File: src/rtl/fetch_queue_unit_pkg.sv
`default_nettype none
// ============================================================================
// Package  : rv32_fetch_pkg
// Purpose  : Shared types and constants for the RV32I fetch front end.
// Contents : FETCH_XLEN, fetch_entry_t {pc, instr}, NOP_INSTR,
//            DEFAULT_RESET_PC
// Revision : 1.0 - initial release
// ============================================================================
package rv32_fetch_pkg;

  localparam int FETCH_XLEN = 32;

  // One buffered instruction together with the PC it was fetched from.
  typedef struct packed {
    logic [FETCH_XLEN-1:0] pc;
    logic [FETCH_XLEN-1:0] instr;
  } fetch_entry_t;

  localparam logic [FETCH_XLEN-1:0] NOP_INSTR        = 32'h0000_0013;
  localparam logic [FETCH_XLEN-1:0] DEFAULT_RESET_PC = 32'h0000_0000;

endpackage : rv32_fetch_pkg
`default_nettype wire

File: src/rtl/fetch_queue_unit_if.sv
`default_nettype none
// ============================================================================
// Interface : fetch_queue_unit_if
// Purpose   : Groups the instruction-memory request/response channels and
//             the decode-side instruction channel of the fetch unit.
// Modports  : master - fetch unit side (drives requests and instructions)
//             slave  - environment side (memory + decode)
// Revision  : 1.0 - initial release
// ============================================================================
interface fetch_queue_unit_if #(
  parameter int XLEN = 32
);
  logic            imem_req_valid;
  logic            imem_req_ready;
  logic [XLEN-1:0] imem_req_addr;
  logic            imem_rsp_valid;
  logic [XLEN-1:0] imem_rsp_data;
  logic            inst_valid;
  logic            inst_ready;
  logic [XLEN-1:0] inst_data;
  logic [XLEN-1:0] inst_pc;

  modport master (
    output imem_req_valid, imem_req_addr,
    input  imem_req_ready,
    input  imem_rsp_valid, imem_rsp_data,
    output inst_valid, inst_data, inst_pc,
    input  inst_ready
  );

  modport slave (
    input  imem_req_valid, imem_req_addr,
    output imem_req_ready,
    output imem_rsp_valid, imem_rsp_data,
    input  inst_valid, inst_data, inst_pc,
    output inst_ready
  );
endinterface : fetch_queue_unit_if
`default_nettype wire

File: src/rtl/fetch_queue_unit_sync_fifo.sv
`default_nettype none
// ============================================================================
// Module   : sync_fifo
// Purpose  : Synchronous FIFO with synchronous flush and a registered head
//            output (dout always shows the oldest entry while count != 0).
// Ports    : clk, rst    - clock, synchronous active-high reset
//            flush       - empty the FIFO on the next edge
//            push, din   - write request / data (ignored when full w/o pop)
//            pop         - remove head (ignored when empty)
//            dout        - registered head entry
//            count       - number of stored entries
// Revision : 1.0 - initial release
// ============================================================================
module sync_fifo #(
  parameter int WIDTH = 8,
  parameter int DEPTH = 4,
  localparam int AW = (DEPTH > 1) ? $clog2(DEPTH) : 1,
  localparam int CW = $clog2(DEPTH + 1)
) (
  input  wire logic             clk,
  input  wire logic             rst,
  input  wire logic             flush,
  input  wire logic             push,
  input  wire logic [WIDTH-1:0] din,
  input  wire logic             pop,
  output logic      [WIDTH-1:0] dout,
  output logic      [CW-1:0]    count
);

  logic [WIDTH-1:0] r_mem [DEPTH];
  logic [AW-1:0]    r_rd_ptr;
  logic [AW-1:0]    r_wr_ptr;
  logic [CW-1:0]    r_count;
  logic [WIDTH-1:0] r_dout;
  logic             w_do_pop;
  logic             w_do_push;

  // Pointers wrap explicitly so DEPTH need not be a power of two.
  function automatic logic [AW-1:0] next_ptr(input logic [AW-1:0] p);
    if (p == AW'(DEPTH - 1)) return '0;
    else                     return p + 1'b1;
  endfunction

  assign w_do_pop  = pop && (r_count != '0);
  assign w_do_push = push && ((r_count != CW'(DEPTH)) || w_do_pop);

  always_ff @(posedge clk) begin
    if (w_do_push && !rst && !flush) r_mem[r_wr_ptr] <= din;
  end

  always_ff @(posedge clk) begin
    if (rst) begin
      r_rd_ptr <= '0;
      r_wr_ptr <= '0;
      r_count  <= '0;
      r_dout   <= '0;
    end else if (flush) begin
      r_rd_ptr <= '0;
      r_wr_ptr <= '0;
      r_count  <= '0;
    end else begin
      if (w_do_push) r_wr_ptr <= next_ptr(r_wr_ptr);
      if (w_do_pop)  r_rd_ptr <= next_ptr(r_rd_ptr);
      r_count <= r_count + CW'(w_do_push) - CW'(w_do_pop);
      // Head register: load the incoming word when it becomes the head,
      // otherwise advance to the second-oldest stored entry on a pop.
      if (r_count == '0) begin
        if (w_do_push) r_dout <= din;
      end else if (w_do_pop) begin
        if (r_count > CW'(1))  r_dout <= r_mem[next_ptr(r_rd_ptr)];
        else if (w_do_push)    r_dout <= din;
      end
    end
  end

  assign dout  = r_dout;
  assign count = r_count;

endmodule : sync_fifo
`default_nettype wire

File: src/rtl/fetch_queue_unit.sv
`default_nettype none
// ============================================================================
// Module   : fetch_queue_unit
// Purpose  : RV32I instruction-fetch front end. Issues in-order word fetches,
//            tracks request PCs, buffers returned words in a DEPTH-entry
//            queue for decode and handles redirects by flushing and dropping
//            in-flight responses.
// Ports    : clk, rst            - clock, synchronous active-high reset
//            redirect_valid/pc   - load a new fetch PC (bits [1:0] ignored)
//            bus (master)        - imem request/response, decode channel
//            outstanding         - requests currently in flight
// Revision : 1.0 - initial release
// ============================================================================
import rv32_fetch_pkg::*;

module fetch_queue_unit #(
  parameter int              XLEN            = FETCH_XLEN,
  parameter logic [XLEN-1:0] RESET_PC        = DEFAULT_RESET_PC,
  parameter int              DEPTH           = 4,
  parameter int              MAX_OUTSTANDING = 2,
  localparam int             OW              = $clog2(MAX_OUTSTANDING + 1)
) (
  input  wire logic            clk,
  input  wire logic            rst,
  input  wire logic            redirect_valid,
  input  wire logic [XLEN-1:0] redirect_pc,
  fetch_queue_unit_if.master   bus,
  output logic      [OW-1:0]   outstanding
);

  localparam int QCW = $clog2(DEPTH + 1);
  localparam int SW  = $clog2(DEPTH + MAX_OUTSTANDING + 1);

  logic [XLEN-1:0] r_fetch_pc;
  logic            r_started;
  logic [OW-1:0]   r_outstanding;
  logic [OW-1:0]   r_drop_cnt;

  logic [XLEN-1:0] w_track_pc;
  logic [OW-1:0]   w_track_count;
  logic [QCW-1:0]  w_q_count;
  fetch_entry_t    w_push_entry;
  fetch_entry_t    w_head_entry;
  logic [SW-1:0]   w_used;
  logic            w_req_valid;
  logic            w_req_fire;
  logic            w_rsp_keep;
  logic            w_rsp_drop;
  logic            w_pop;
  logic [OW-1:0]   w_out_next;

  // Every in-flight request already owns a queue slot. Responses write the
  // queue directly, so there is no extra pending-response stage to reserve.
  assign w_used = SW'(r_outstanding) + SW'(w_q_count);

  // r_started holds issue off for the first cycle out of reset.
  assign w_req_valid = r_started && !rst && !redirect_valid
                    && (w_used < SW'(DEPTH))
                    && (r_outstanding < OW'(MAX_OUTSTANDING));
  assign w_req_fire  = w_req_valid && bus.imem_req_ready;

  // A response without a tracked PC would be a memory protocol error; the
  // track-count term keeps such a word out of the queue.
  assign w_rsp_keep = bus.imem_rsp_valid && (r_drop_cnt == '0)
                   && (w_track_count != '0);
  assign w_rsp_drop = bus.imem_rsp_valid && (r_drop_cnt != '0);

  assign w_pop      = bus.inst_valid && bus.inst_ready;
  assign w_out_next = r_outstanding + OW'(w_req_fire) - OW'(bus.imem_rsp_valid);

  always_ff @(posedge clk) begin
    if (rst) begin
      r_fetch_pc    <= RESET_PC;
      r_started     <= 1'b0;
      r_outstanding <= '0;
      r_drop_cnt    <= '0;
    end else begin
      r_started     <= 1'b1;
      r_outstanding <= w_out_next;
      if (redirect_valid) begin
        r_fetch_pc <= redirect_pc & ~XLEN'(3);
        // Everything still in flight after this edge belongs to the old path.
        r_drop_cnt <= w_out_next;
      end else begin
        if (w_req_fire) r_fetch_pc <= r_fetch_pc + XLEN'(4);
        if (w_rsp_drop) r_drop_cnt <= r_drop_cnt - 1'b1;
      end
    end
  end

  // PCs of issued-but-unreturned requests, in issue order.
  sync_fifo #(
    .WIDTH (XLEN),
    .DEPTH (MAX_OUTSTANDING)
  ) u_pc_track (
    .clk   (clk),
    .rst   (rst),
    .flush (redirect_valid),
    .push  (w_req_fire),
    .din   (r_fetch_pc),
    .pop   (w_rsp_keep),
    .dout  (w_track_pc),
    .count (w_track_count)
  );

  assign w_push_entry.pc    = w_track_pc;
  assign w_push_entry.instr = bus.imem_rsp_data;

  // Instruction queue; the head register drives decode directly.
  sync_fifo #(
    .WIDTH ($bits(fetch_entry_t)),
    .DEPTH (DEPTH)
  ) u_inst_queue (
    .clk   (clk),
    .rst   (rst),
    .flush (redirect_valid),
    .push  (w_rsp_keep),
    .din   (w_push_entry),
    .pop   (w_pop),
    .dout  (w_head_entry),
    .count (w_q_count)
  );

  assign bus.imem_req_valid = w_req_valid;
  assign bus.imem_req_addr  = r_fetch_pc;
  assign bus.inst_valid     = (w_q_count != '0);
  assign bus.inst_data      = w_head_entry.instr;
  assign bus.inst_pc        = w_head_entry.pc;
  assign outstanding        = r_outstanding;

endmodule : fetch_queue_unit
`default_nettype wire

File: src/flat_wrapper.sv
// flat-port wrapper written by rule: the top's interface ports become plain ports
module fetch_queue_unit_flat 
#(
  parameter int              XLEN            = FETCH_XLEN,
  parameter logic [XLEN-1:0] RESET_PC        = DEFAULT_RESET_PC,
  parameter int              DEPTH           = 4,
  parameter int              MAX_OUTSTANDING = 2,
  localparam int             OW              = $clog2(MAX_OUTSTANDING + 1)
)
  (clk, rst, redirect_valid, redirect_pc, outstanding, bus_imem_req_valid, bus_imem_req_addr, bus_imem_req_ready, bus_imem_rsp_valid, bus_imem_rsp_data, bus_inst_valid, bus_inst_data, bus_inst_pc, bus_inst_ready);
  fetch_queue_unit_if #(.XLEN(XLEN)) bus_i ();
  input  wire logic clk;
  input  wire logic rst;
  input  wire logic redirect_valid;
  input  wire logic [XLEN-1:0] redirect_pc;
  output logic      [OW-1:0] outstanding;
  output wire logic [$bits(bus_i.imem_req_valid)-1:0] bus_imem_req_valid;
  output wire logic [$bits(bus_i.imem_req_addr)-1:0] bus_imem_req_addr;
  input wire logic [$bits(bus_i.imem_req_ready)-1:0] bus_imem_req_ready;
  input wire logic [$bits(bus_i.imem_rsp_valid)-1:0] bus_imem_rsp_valid;
  input wire logic [$bits(bus_i.imem_rsp_data)-1:0] bus_imem_rsp_data;
  output wire logic [$bits(bus_i.inst_valid)-1:0] bus_inst_valid;
  output wire logic [$bits(bus_i.inst_data)-1:0] bus_inst_data;
  output wire logic [$bits(bus_i.inst_pc)-1:0] bus_inst_pc;
  input wire logic [$bits(bus_i.inst_ready)-1:0] bus_inst_ready;
  assign bus_imem_req_valid = bus_i.imem_req_valid;
  assign bus_imem_req_addr = bus_i.imem_req_addr;
  assign bus_i.imem_req_ready = bus_imem_req_ready;
  assign bus_i.imem_rsp_valid = bus_imem_rsp_valid;
  assign bus_i.imem_rsp_data = bus_imem_rsp_data;
  assign bus_inst_valid = bus_i.inst_valid;
  assign bus_inst_data = bus_i.inst_data;
  assign bus_inst_pc = bus_i.inst_pc;
  assign bus_i.inst_ready = bus_inst_ready;
  fetch_queue_unit #(.XLEN(XLEN), .RESET_PC(RESET_PC), .DEPTH(DEPTH), .MAX_OUTSTANDING(MAX_OUTSTANDING)) u_core (.clk(clk), .rst(rst), .redirect_valid(redirect_valid), .redirect_pc(redirect_pc), .bus(bus_i), .outstanding(outstanding));
endmodule
File: config.mk
export PLATFORM = sky130hd
export DESIGN_NAME = fetch_queue_unit_flat
export DESIGN_NICKNAME = d
export VERILOG_FILES = /design/src/rtl/fetch_queue_unit_pkg.sv /design/src/rtl/fetch_queue_unit_if.sv /design/src/rtl/fetch_queue_unit_sync_fifo.sv /design/src/rtl/fetch_queue_unit.sv /design/src/flat_wrapper.sv
export SDC_FILE = /design/constraint.sdc
export NUM_CORES = 1
export LEC_CHECK = 0
export ABC_AREA = 1
export CORE_AREA = 2 2 225 227
export CTS_CLUSTER_DIAMETER = 40
export DETAILED_ROUTE_END_ITERATION = 16
export DIE_AREA = 0 0 227 229
export PLACE_DENSITY_LB_ADDON = 0.25
export SLEW_MARGIN = 10
export SYNTH_ARGS = -nofsm -noshare
export SYNTH_HDL_FRONTEND = slang
export SYNTH_SLANG_ARGS = --single-unit
File: constraint.sdc
create_clock -name clk -period 11.3 [get_ports clk]
set_clock_uncertainty 0.2 [all_clocks]
set_input_delay 2.26 -clock clk [delete_from_list [all_inputs] [get_ports clk]]
set_output_delay 2.26 -clock clk [all_outputs]
set_load 0.005 [all_outputs]
==> summary.md, run 1 <==
| Metric | Value |
|---|---|
| Slew at the pin closest to its max-slew limit | around 1100 ps |
| Post-CTS Hold Buffers | 0 |
| Hold WC Path Type | reg2reg |
| Die Ht | 229 um |
| Largest net degree at the start of global routing | 75 |
| Antenna diodes | 0 |
| Vias per Instance | roughly 5.4 |
| Num CTS Buffers | ~70 |
| Post-DP HPWL | about 29000 um |
| Clock Path Buffers | 3 |
| Post-synth EDFFs | 316 |
| Core area | 49700 sq um |
| Fill cells | approximately 4500 |
| Die area | 52000 sq um |
| CP Launch Type | input port |
| Peak VDD IR | between 0.1 and 0.15 mV |
| GRT Overall Usage | between 20% and 30% |
| Power per cell area | ~170 nW/um^2 |
| # DRC | 0 |
| Clk sinks | 458 |
| Commonest cells after routing, fill and taps aside | nand2_1, edfxtp_1, o21ai_0, nor2_1, clkdlybuf4s50_1 |
| Nature of the critical path endpoint | output port |
| Top FF cell, synth | edfxtp_1 |
| Worst EP arrival | approximately 4200 ps |
| Final-report setup violation count | 0 |
| Most common cell after layout, fill and taps aside | nand2_1 |
| Critical path peak fanout | 31 |
| Pins Over Slew Limit | 0 |
| Via count | 15200 |
| GR Layer Usage met2 | approximately a third |
| CTS resizes | 0 |
| Row Count | 82 |
| Crit path kind | in2out |
| WL/cell | between 15 and 20 um |
| RD Place Congestion | ~0.9 |
| Tmin final | between 6000 and 7000 ps |
| Met1 global-route usage | between 20% and 30% |
| Max cap viols | 0 |
| Final ANT Viol Nets | 0 |
| Total congestion overflow | 0 |
| Seq. cell area | approximately 12000 sq um |
| Root buf cell | clkbuf_16 |
| Clock latency at the later pin of the worst-skew pair | 590 ps |
| DRT iter0 DRCs | approximately 1200 |
| Initial antenna violation count | 0 |
| CTS tree | done |
| Number of synthesis warnings | 0 |
| Pint | about 0.0033 W |
| Grt met3 use | approximately 3.6% |
| # IOs | 170 |
| TNS Setup | 0 ps |
| Max Clk Rate | around 0.15 GHz |
| Switching Fraction | roughly 21% |
| Critical Path RT | around 9000 ps |
| Final hold violation count | 0 |
| Final worst-path cycle share | 58.9% |
| Pre-CTS setup slack | 4640 ps |
| Area of the multi-input gates | ~6300 sq um |
| DRT Pass-1 Iters | 7 |
| Most Used Layer, Global Route | met2 |
| FF-to-FF path depth | 9 |
| Clock-pin slew of the registers on the worst-case setup and hold paths | around 50 ps |
| Post-Route WL | roughly 55000 um |
| Library cells used by synthesis | 45 |
| Setup bufs post-CTS | 0 |
| Logic pwr share | about 3.1% |
| Layout Nets | 2177 |
| Ys async rst share | 0% |
| Vias in the first global route | approximately 15000 |
| Max-slew headroom | approximately 30% |
| Clk network pwr share | a little over half |
| Unrepaired setup endpoints after global routing | no |
| Initial Util | 39.4% |
| Synth Register Bits | about 460 |
| First-pass GRT wire length | between 80000 and 90000 um |
| Seq pwr share | between 40 and 50% |
| Die Wd | about 230 um |
| Area growth from synthesis to layout | 23.3% |
| Average size of a mapped cell | 9.95 sq um |
| H-tree depth | 3 |
| Sequential-to-total area share from yosys stat | a little over three fifths |
| Status | complete, no violations |
| Final WS setup | about 4600 ps |
| Share of cells above drive strength 1 | under 10% |
| Port Buf Inserts | between 150 and 200 |
| Switching power | 0.000892 W |
| Area of the mapped netlist | 19600 sq um |
| LEAKAGE | 8.04 nW |
| Syn Inst Count | a little under 2000 |
| Hold Path Cell Cnt | 2 |
stage by stage:
stage	cell area [sq um]	utilization, %	std cells	hold slack [ps]	power (W)
after global routing	24100	48.5	2822	270	0.00429
after global placement	21600	43.6	2691	251	0.00198
after CTS	24100	48.5	2822	263	0.00420
final	24100	48.5	2822	262	0.00416
after floorplan	19600	-	1966	260	0.00191
after detailed placement	21600	43.6	2691	256	0.00199
cell families (layout without fill, tap and decap cells):
| kind of cell | Yosys count | after routing | share of synthesized area, % |
|---|---|---|---|
| compound gates | 469 | 469 | 13.5 |
| xor+xnor | 18 | 18 | 0.806 |
| fa+ha+maj | 15 | 15 | 0.998 |
| buf+inv | 237 | 421 | 5.25 |
| flops | 458 | 458 | 63.1 |
| mux | 1 | 1 | 0.0576 |
| other cells | 1 | 2 | 0.0192 |
| simple gates | 766 | 766 | 16.3 |
final timing paths:
kind | start | to | slack (ps)
min | u_core.u_inst_queue.dout[22] | u_core.u_inst_queue.dout[22] | 260
min reg2reg | u_core.u_inst_queue.dout[22] | u_core.u_inst_queue.dout[22] | 260
max | redirect_valid | bus_imem_req_valid | 4650
max reg2reg | u_core.u_inst_queue.count[0] | u_core.u_inst_queue.dout[0] | 7930
sequential cells by signal (all words and copies together), names as in the netlist:
name                          count
u_core.u_pc_track.r_mem          60
u_core.u_inst_queue.r_mem       256
u_core.u_pc_track.r_rd_ptr        1
u_core.u_pc_track.count           2
u_core.r_drop_cnt                 2
u_core.u_inst_queue.count         3
u_core.bus.imem_req_addr         30
u_core.u_inst_queue.r_rd_ptr      2
u_core.u_inst_queue.r_wr_ptr      2
u_core.u_pc_track.r_wr_ptr        1
u_core.outstanding                2
u_core.r_started                  1
u_core.u_inst_queue.dout         64
u_core.u_pc_track.dout           32
per-layer routing:
metal | share of wire [%] | vias to the layer above
li1 | - | 7152
met1 | 44 | 7364
met2 | 48 | 596
met3 | 6.4 | 105
met4 | 2.5 | 0
met5 | 0 | -
synth_stat cells (2+ instances only):
library cell	number	area [sq um]
dfxtp_1	142	2840
ha_1	14	175
xnor2_1	6	52.6
nand3_1	155	776
nor3_2	2	20.0
xor2_1	12	105
buf_4	4	30.0
nor2_4	4	45.0
edfxtp_1	316	9490
o221ai_1	64	561
clkbuf_1	80	300
buf_1	4	15.0
nand2_1	360	1350
nor2_2	6	37.5
nand3_2	2	20.0
nor2_1	218	818
buf_2	37	185
nor3_1	10	50.1
nand4_1	3	18.8
o22ai_1	2	12.5
o21ai_1	23	115
inv_2	6	22.5
a21oi_1	147	736
o21ai_0	219	1100
a21oi_2	2	17.5
a211oi_1	2	15.0
buf_6	10	113
a31oi_1	5	31.3
inv_1	94	353
layout make-up:
type                            count  area share, %
Clock buffer                       95           8.39
Timing Repair Buffer              189           7.59
Clock inverter                     36           1.82
Inverter                          101           1.58
Sequential cell                   458           51.2
Multi-Input combinational cell   1271           26.0
Tap cell                          672           3.49
critical path, stage by stage:
cell and delay, ps:
clkdlybuf4s50_1 400, buf_4 260, nor2_4 230, inv_2 160, nor2_2 130, nand3_2 150, inv_1 90, clkdlybuf4s50_1 490
power groups by stage:
| stage | clock network, W | logic [W] | registers [W] |
|---|---|---|---|
| 3_3_place_gp | 0 | 0.000126 | 0.00186 |
| 2_1_floorplan | 0 | 0.0000606 | 0.00185 |
| 3_5_place_dp | 0 | 0.000128 | 0.00186 |
| 6_report | 0.00221 | 0.000128 | 0.00182 |
| 5_1_grt | 0.00232 | 0.000141 | 0.00183 |
| 4_1_cts | 0.00224 | 0.000129 | 0.00182 |
Note: power is estimated with default switching activity, not from simulation.
==> inputs of run 2 (changes only) <==
==> constraint.sdc (replaced) <==
create_clock -name clk -period 5.7 [get_ports clk]
set_clock_uncertainty 0.2 [all_clocks]
set_input_delay 1.14 -clock clk [delete_from_list [all_inputs] [get_ports clk]]
set_output_delay 1.14 -clock clk [all_outputs]
set_load 0.005 [all_outputs]
==> run 2 against run 1 <==
Against the previous run:
- global-route usage about the same
- non-clock buffer count rose by 6
- power grew 94%
- sequential share of layout area increased by 0.11 points
- count of clock-buffer cells in the layout shrank 12
- first-iteration DRC count grew 9.4%
- critical path depth fell by 1
- cell count is essentially flat
- flip-flop and latch count unchanged
- critical endpoint unchanged
- largest power group unchanged
==> summary.md, run 2 (synthesis gave the netlist of run 1 again) <==
| Metric | Value |
|---|---|
| Unrepaired setup endpoints after global routing | no |
| TNS Setup | 0 ps (unchanged) |
| Critical path peak fanout | 11 (-65%) |
| Final-report setup violation count | 0 (unchanged) |
| Fill cells | 4636 (+2.2%) |
| Hold WC Path Type | reg2reg |
| Setup bufs post-CTS | 0 (unchanged) |
| Row Count | 82 (unchanged) |
| DRT Pass-1 Iters | 8 (+1) |
| # IOs | 170 (unchanged) |
| Cell-by-cell trace of the critical path | clkdlybuf4s50_1, nor2_4, inv_2, nor2_2, nand3_2, inv_1, clkdlybuf4s50_1 |
| Top delay family on crit path | buffers and inverters |
| Worst path max stage delay | 520 ps (+30 ps) |
| Max Clk Rate | approximately 0.23 GHz |
| Antenna diodes | 0 (unchanged) |
| Die Ht | 229 um (unchanged) |
| Most flop-heavy register | u_core.u_inst_queue.r_mem |
| DRT iter0 DRCs | 1301 (+9.4%) |
| Port Buf Inserts | 165 (unchanged) |
| Nature of the critical path endpoint | output port |
| First-pass GRT wire length | 84300 um (-0.40%) |
| Clk sinks | 458 (unchanged) |
| Root buf cell | clkbuf_16 |
| WL/cell | 19.3 um (-0.48%) |
| CTS tree | done |
| Vias in the first global route | 14700 (-2.2%) |
| Tmin final | between 4000 and 5000 ps |
| CTS resizes | 0 (unchanged) |
| Core area | 49700 sq um (unchanged) |
| Post-Route WL | 54600 um (-0.41%) |
| Num CTS Buffers | 69 (-2.8%) |
| Final worst-path cycle share | 75.0% |
| Share of cells above drive strength 1 | 8.60% (+0.18 points) |
| Worst EP arrival | 2940 ps (-1250 ps) |
| WP buf/inv | 4 (-1) |
| # DRC | 0 (unchanged) |
| Initial Util | 39.4% (unchanged) |
| Largest register FFs | 256 (unchanged) |
| Largest net degree at the start of global routing | 78 (+4.0%) |
| Post-CTS Hold Buffers | 0 (unchanged) |
| Clock-pin slew of the registers on the worst-case setup and hold paths | 50 ps (about the same) |
| Peak VDD IR | 0.185 mV (+82%) |
| Area growth from synthesis to layout | 23.0% |
| Die Wd | 227 um (unchanged) |
| H-tree depth | 3 (unchanged) |
| Pins Over Slew Limit | 0 (unchanged) |
| CP max stage cell | clkdlybuf4s50_1 |
| LEAKAGE | 8.00 nW (-0.47%) |
| Critical Path RT | 4360 ps (-4480 ps) |
| Slew at the pin closest to its max-slew limit | 934 ps (-125 ps) |
| CP Launch Type | input port |
| Total congestion overflow | 0 (unchanged) |
| GRT Overall Usage | 20.9% (+0.029 points) |
| Layout Nets | 2181 (+0.18%) |
| Most frequent cell on the critical path | clkdlybuf4s50_1 |
| Initial antenna violation count | 0 (unchanged) |
| Post-DP HPWL | 30100 um (+2.3%) |
| Final hold violation count | 0 (unchanged) |
| Vias per Instance | 5.33 (-1.2%) |
| Power per cell area | 335 nW/um^2 (+94%) |
| Commonest cells after routing, fill and taps aside | nand2_1, edfxtp_1, o21ai_0, nor2_1, clkdlybuf4s50_1 |
| Final ANT Viol Nets | 0 (unchanged) |
| Crit path kind | in2out |
| Worst reg2reg setup slack | 2360 ps (-5570 ps) |
| Clock latency at the later pin of the worst-skew pair | 580 ps (about the same) |
| Max cap viols | 0 (unchanged) |
| Status | complete, no violations |
| Total power | 0.00806 W (+94%) |
| Most common cell after layout, fill and taps aside | nand2_1 |
| Max-slew headroom | 37.7% (+8.3 points) |
| RD Place Congestion | 0.865 (-2.0%) |
| Clock Path Buffers | 3 (unchanged) |
| Die area | 52000 sq um (unchanged) |
| Via count | 15000 (-1.2%) |
==> run 2: where the power goes <==
group,switching (W),internal (W)
Clock,0.00158,0.00261
Combinational,0.000148,0.000106
Sequential,0.0000478,0.00357
Total,0.00178,0.00629
==> run 2: routing by layer <==
metal	part of all wire, %	vias up	GRT usage, %
met1	43	7212	28.2
li1	-	7156	-
met3	7.1	105	4.11
met2	47	566	33.9
met4	2.8	0	7.07
met5	0	-	0
==> run 2: area by class of cell <==
| type | count | area [sq um] | area share (%) |
|---|---|---|---|
| inverter | 101 | 382 | 1.59 |
| multi-input combinational | 1271 | 6250 | 26.0 |
| clock inverter | 44 | 507 | 2.11 |
| sequential | 458 | 12300 | 51.3 |
| tap | 672 | 841 | 3.49 |
| timing repair buffer | 195 | 1910 | 7.95 |
| clock buffer | 83 | 1830 | 7.61 |
==> run 2: through the flow <==
| stage | area [sq um] | worst slack (ps) | util, % | std cells | hold WS (ps) |
|---|---|---|---|---|---|
| 3_5_place_dp | 21700 | 1400 | 43.7 | 2697 | 254 |
| 4_1_cts | 24100 | 1400 | 48.4 | 2824 | 263 |
| 5_1_grt | 24100 | 1320 | 48.4 | 2824 | 282 |
| 3_3_place_gp | 21700 | 1400 | 43.7 | 2697 | 254 |
| 6_report | 24100 | 1420 | 48.4 | 2824 | 262 |
| 2_1_floorplan | 19600 | 402 | - | 1966 | 260 |
==> run 2: worst min-delay path: stages (launching register included) <==
cell and delay [ps]:
dfxtp_1 300, nand2_1 60, a21oi_1 50
==> run 2: worst paths after layout <==
| check | startpoint | end | cells after the start |
|---|---|---|---|
| setup / recovery | redirect_valid | bus_imem_req_valid | 7 |
| hold / removal | u_core.u_inst_queue.dout[28] | u_core.u_inst_queue.dout[28] | 2 |
| setup reg to reg | u_core.u_inst_queue.r_rd_ptr[0] | u_core.u_inst_queue.dout[6] | 7 |
| hold reg to reg | u_core.u_inst_queue.dout[28] | u_core.u_inst_queue.dout[28] | 2 |
==> inputs of run 3 (changes only) <==
==> constraint.sdc (replaced) <==
create_clock -name clk -period 4.2 [get_ports clk]
set_clock_uncertainty 0.2 [all_clocks]
set_input_delay 0.84 -clock clk [delete_from_list [all_inputs] [get_ports clk]]
set_output_delay 0.84 -clock clk [all_outputs]
set_load 0.005 [all_outputs]
==> run 3 against run 2 <==
Against the previous run:
- critical path depth unchanged
- highest routed layer unchanged
- utilization increased by 0.44 points
- cell count is 0.57% higher
- sequential share of layout area is 0.45 points lower
==> summary.md, run 3 (synthesis gave the netlist of run 1 again) <==
| Metric | Value |
|---|---|
| RD Place Congestion | 0.896 (+3.6%) |
| Worst EP arrival | 2670 ps (-270 ps) |
| Max cap viols | 0 (unchanged) |
| Peak VDD IR | 0.261 mV (+42%) |
| Switching Fraction | 22.4% (+0.41 points) |
| Status | complete, no violations |
| Post-Route WL | 55200 um (+1.1%) |
| Most frequent cell on the critical path | clkdlybuf4s50_1 |
| Slew at the pin closest to its max-slew limit | 1070 ps (+135 ps) |
| Final worst-path cycle share | roughly nine tenths |
| Clk network pwr share | 53.0% (+1.0 points) |
| Core area | 49700 sq um (unchanged) |
| Power per cell area | 460 nW/um^2 (+37%) |
| WP buf/inv | 4 (unchanged) |
| Num CTS Buffers | 73 (+5.8%) |
| Critical Path RT | 3160 ps (-1200 ps) |
| Total power | 0.0112 W (+39%) |
| Largest net degree at the start of global routing | 72 (-7.7%) |
| Root buf cell | clkbuf_16 |
| CP Launch Type | input port |
| CTS tree | done |
| Setup bufs post-CTS | 0 (unchanged) |
| Nature of the critical path endpoint | output port |
| Crit path kind | in2out |
| Vias per Instance | 5.33 (+0.12%) |
| GRT Overall Usage | 21.2% (+0.21 points) |
| Die Wd | 227 um (unchanged) |
| DRT Pass-1 Iters | 6 (-2) |
| Row Count | 82 (unchanged) |
| Post-CTS Hold Buffers | 0 (unchanged) |
| Final WS setup | 493 ps (-929 ps) |
| Pre-CTS setup slack | 523 ps (-872 ps) |
| Final hold violation count | 0 (unchanged) |
| DRT iter0 DRCs | 1116 (-14%) |
| Unrepaired setup endpoints after global routing | no |
| Clk sinks | 458 (unchanged) |
| Share of cells above drive strength 1 | 9.41% (+0.81 points) |
| Clock-pin slew of the registers on the worst-case setup and hold paths | 60 ps (about the same) |
| Initial Util | 39.4% (unchanged) |
| CTS resizes | 0 (unchanged) |
| Initial antenna violation count | 0 (unchanged) |
| Hold WC Path Type | reg2reg |
| Antenna diodes | 0 (unchanged) |
| TNS Setup | 0 ps (unchanged) |
| Pint | 0.00867 W (+38%) |
| WL/cell | 19.4 um (+0.55%) |
| Seq pwr share | 43.9% (-0.9 points) |
| LEAKAGE | 8.12 nW (+1.5%) |
| Top delay family on crit path | buffers and inverters |
| CP max stage cell | clkdlybuf4s50_1 |
| Die Ht | 229 um (unchanged) |
| Pins Over Slew Limit | 0 (unchanged) |
| Final ANT Viol Nets | 0 (unchanged) |
| Layout Nets | 2193 (+0.55%) |
| Die area | 52000 sq um (unchanged) |
| Cell-by-cell trace of the critical path | clkdlybuf4s50_1, nor2_4, inv_2, nor2_2, nand3_2, inv_1, clkdlybuf4s50_1 |
| Post-DP HPWL | 31200 um (+3.8%) |
| Clock Path Buffers | 3 (unchanged) |
| Area growth from synthesis to layout | 24.1% |
| Vias in the first global route | 15000 (+1.6%) |
| Final-report setup violation count | 0 (unchanged) |
| First-pass GRT wire length | 84800 um (+0.61%) |
| Critical path peak fanout | 11 (unchanged) |
| Commonest cells after routing, fill and taps aside | nand2_1, edfxtp_1, o21ai_0, nor2_1, clkdlybuf4s50_1 |
| Hold Path Cell Cnt | 2 (unchanged) |
| Via count | 15100 (+0.69%) |
| Largest register FFs | 256 (unchanged) |
| Total congestion overflow | 0 (unchanged) |
| Clock latency at the later pin of the worst-skew pair | 600 ps (+20 ps) |
| Worst path max stage delay | 570 ps (+50 ps) |
| Tmin final | around 3700 ps |
| H-tree depth | 3 (unchanged) |
| Switching power | 0.00251 W (+41%) |
| Max Clk Rate | around 0.27 GHz |
| Max-slew headroom | 28.7% (-9.0 points) |
| Port Buf Inserts | 165 (unchanged) |
| Most common cell after layout, fill and taps aside | nand2_1 |
| Most flop-heavy register | u_core.u_inst_queue.r_mem |
| FF-to-FF path depth | 7 (unchanged) |
| Crit path depth | 7 (unchanged) |
| Logic pwr share | 3.1% (about the same) |
| Fill cells | 4569 (-1.4%) |
| # DRC | 0 (unchanged) |
| # IOs | 170 (unchanged) |
[run 3: changes by cell type in the layout (fill, tap and decap cells not counted), moves of 2 or more]
cell and change:
buf_4 +4, buf_12 +4, inv_6 +4, inv_2 +2, clkbuf_16 +4, clkinv_1 +2, clkbuf_1 -4
[run 3: path summary, 6_finish.rpt]
check | start | endpoint | slack [ps]
hold / removal | u_core.u_inst_queue.dout[29] | u_core.u_inst_queue.dout[29] | 260
setup reg to reg | u_core.u_inst_queue.r_rd_ptr[0] | u_core.u_inst_queue.dout[29] | 1340
setup / recovery | redirect_valid | bus_imem_req_valid | 490
hold reg to reg | u_core.u_inst_queue.dout[29] | u_core.u_inst_queue.dout[29] | 260
[run 3: routing by layer]
layer | vias up | GRT usage (%) | routed length (um)
li1 | 7188 | - | -
met1 | 7300 | 27.6 | 23500
met2 | 553 | 34.8 | 26500
met3 | 102 | 4.13 | 3670
met4 | 0 | 7.88 | 1510
met5 | - | 0 | 0
[run 3: stage by stage]
step                      instances  hold slack, ps  cell area [sq um]  utilization [%]
final                          2840             263              24300             48.9
after global routing           2840             273              24300             48.9
after CTS                      2840             265              24300             48.9
after detailed placement       2705             256              21800             44.0
after global placement         2705             252              21800             44.0
after floorplan                1966             260              19600                -
[run 3: worst register-to-register path, cell delays in order (launching register included)]
cell	delay, ps
dfxtp_2	660
ha_2	390
inv_2	440
buf_4	400
o21ai_0	160
o221ai_1	280
nand3_1	120
a21oi_1	140
[run 3: area by class of cell]
class	count	area (sq um)	share of cell area [%]
Timing Repair Buffer	203	2020	8.33
Clock buffer	84	1930	7.95
Clock inverter	51	517	2.13
Tap cell	672	841	3.46
Inverter	101	379	1.56
Multi-Input combinational cell	1271	6250	25.8
Sequential cell	458	12300	50.8
[run 3: power groups by stage]
| stage | Combinational, W | Clock, W | Sequential (W) |
|---|---|---|---|
| after floorplan | 0.000163 | 0 | 0.00497 |
| after global placement | 0.000348 | 0 | 0.00499 |
| after detailed placement | 0.000352 | 0 | 0.00500 |
| after CTS | 0.000354 | 0.00602 | 0.00491 |
| after global routing | 0.000386 | 0.00622 | 0.00491 |
| final | 0.000351 | 0.00592 | 0.00491 |
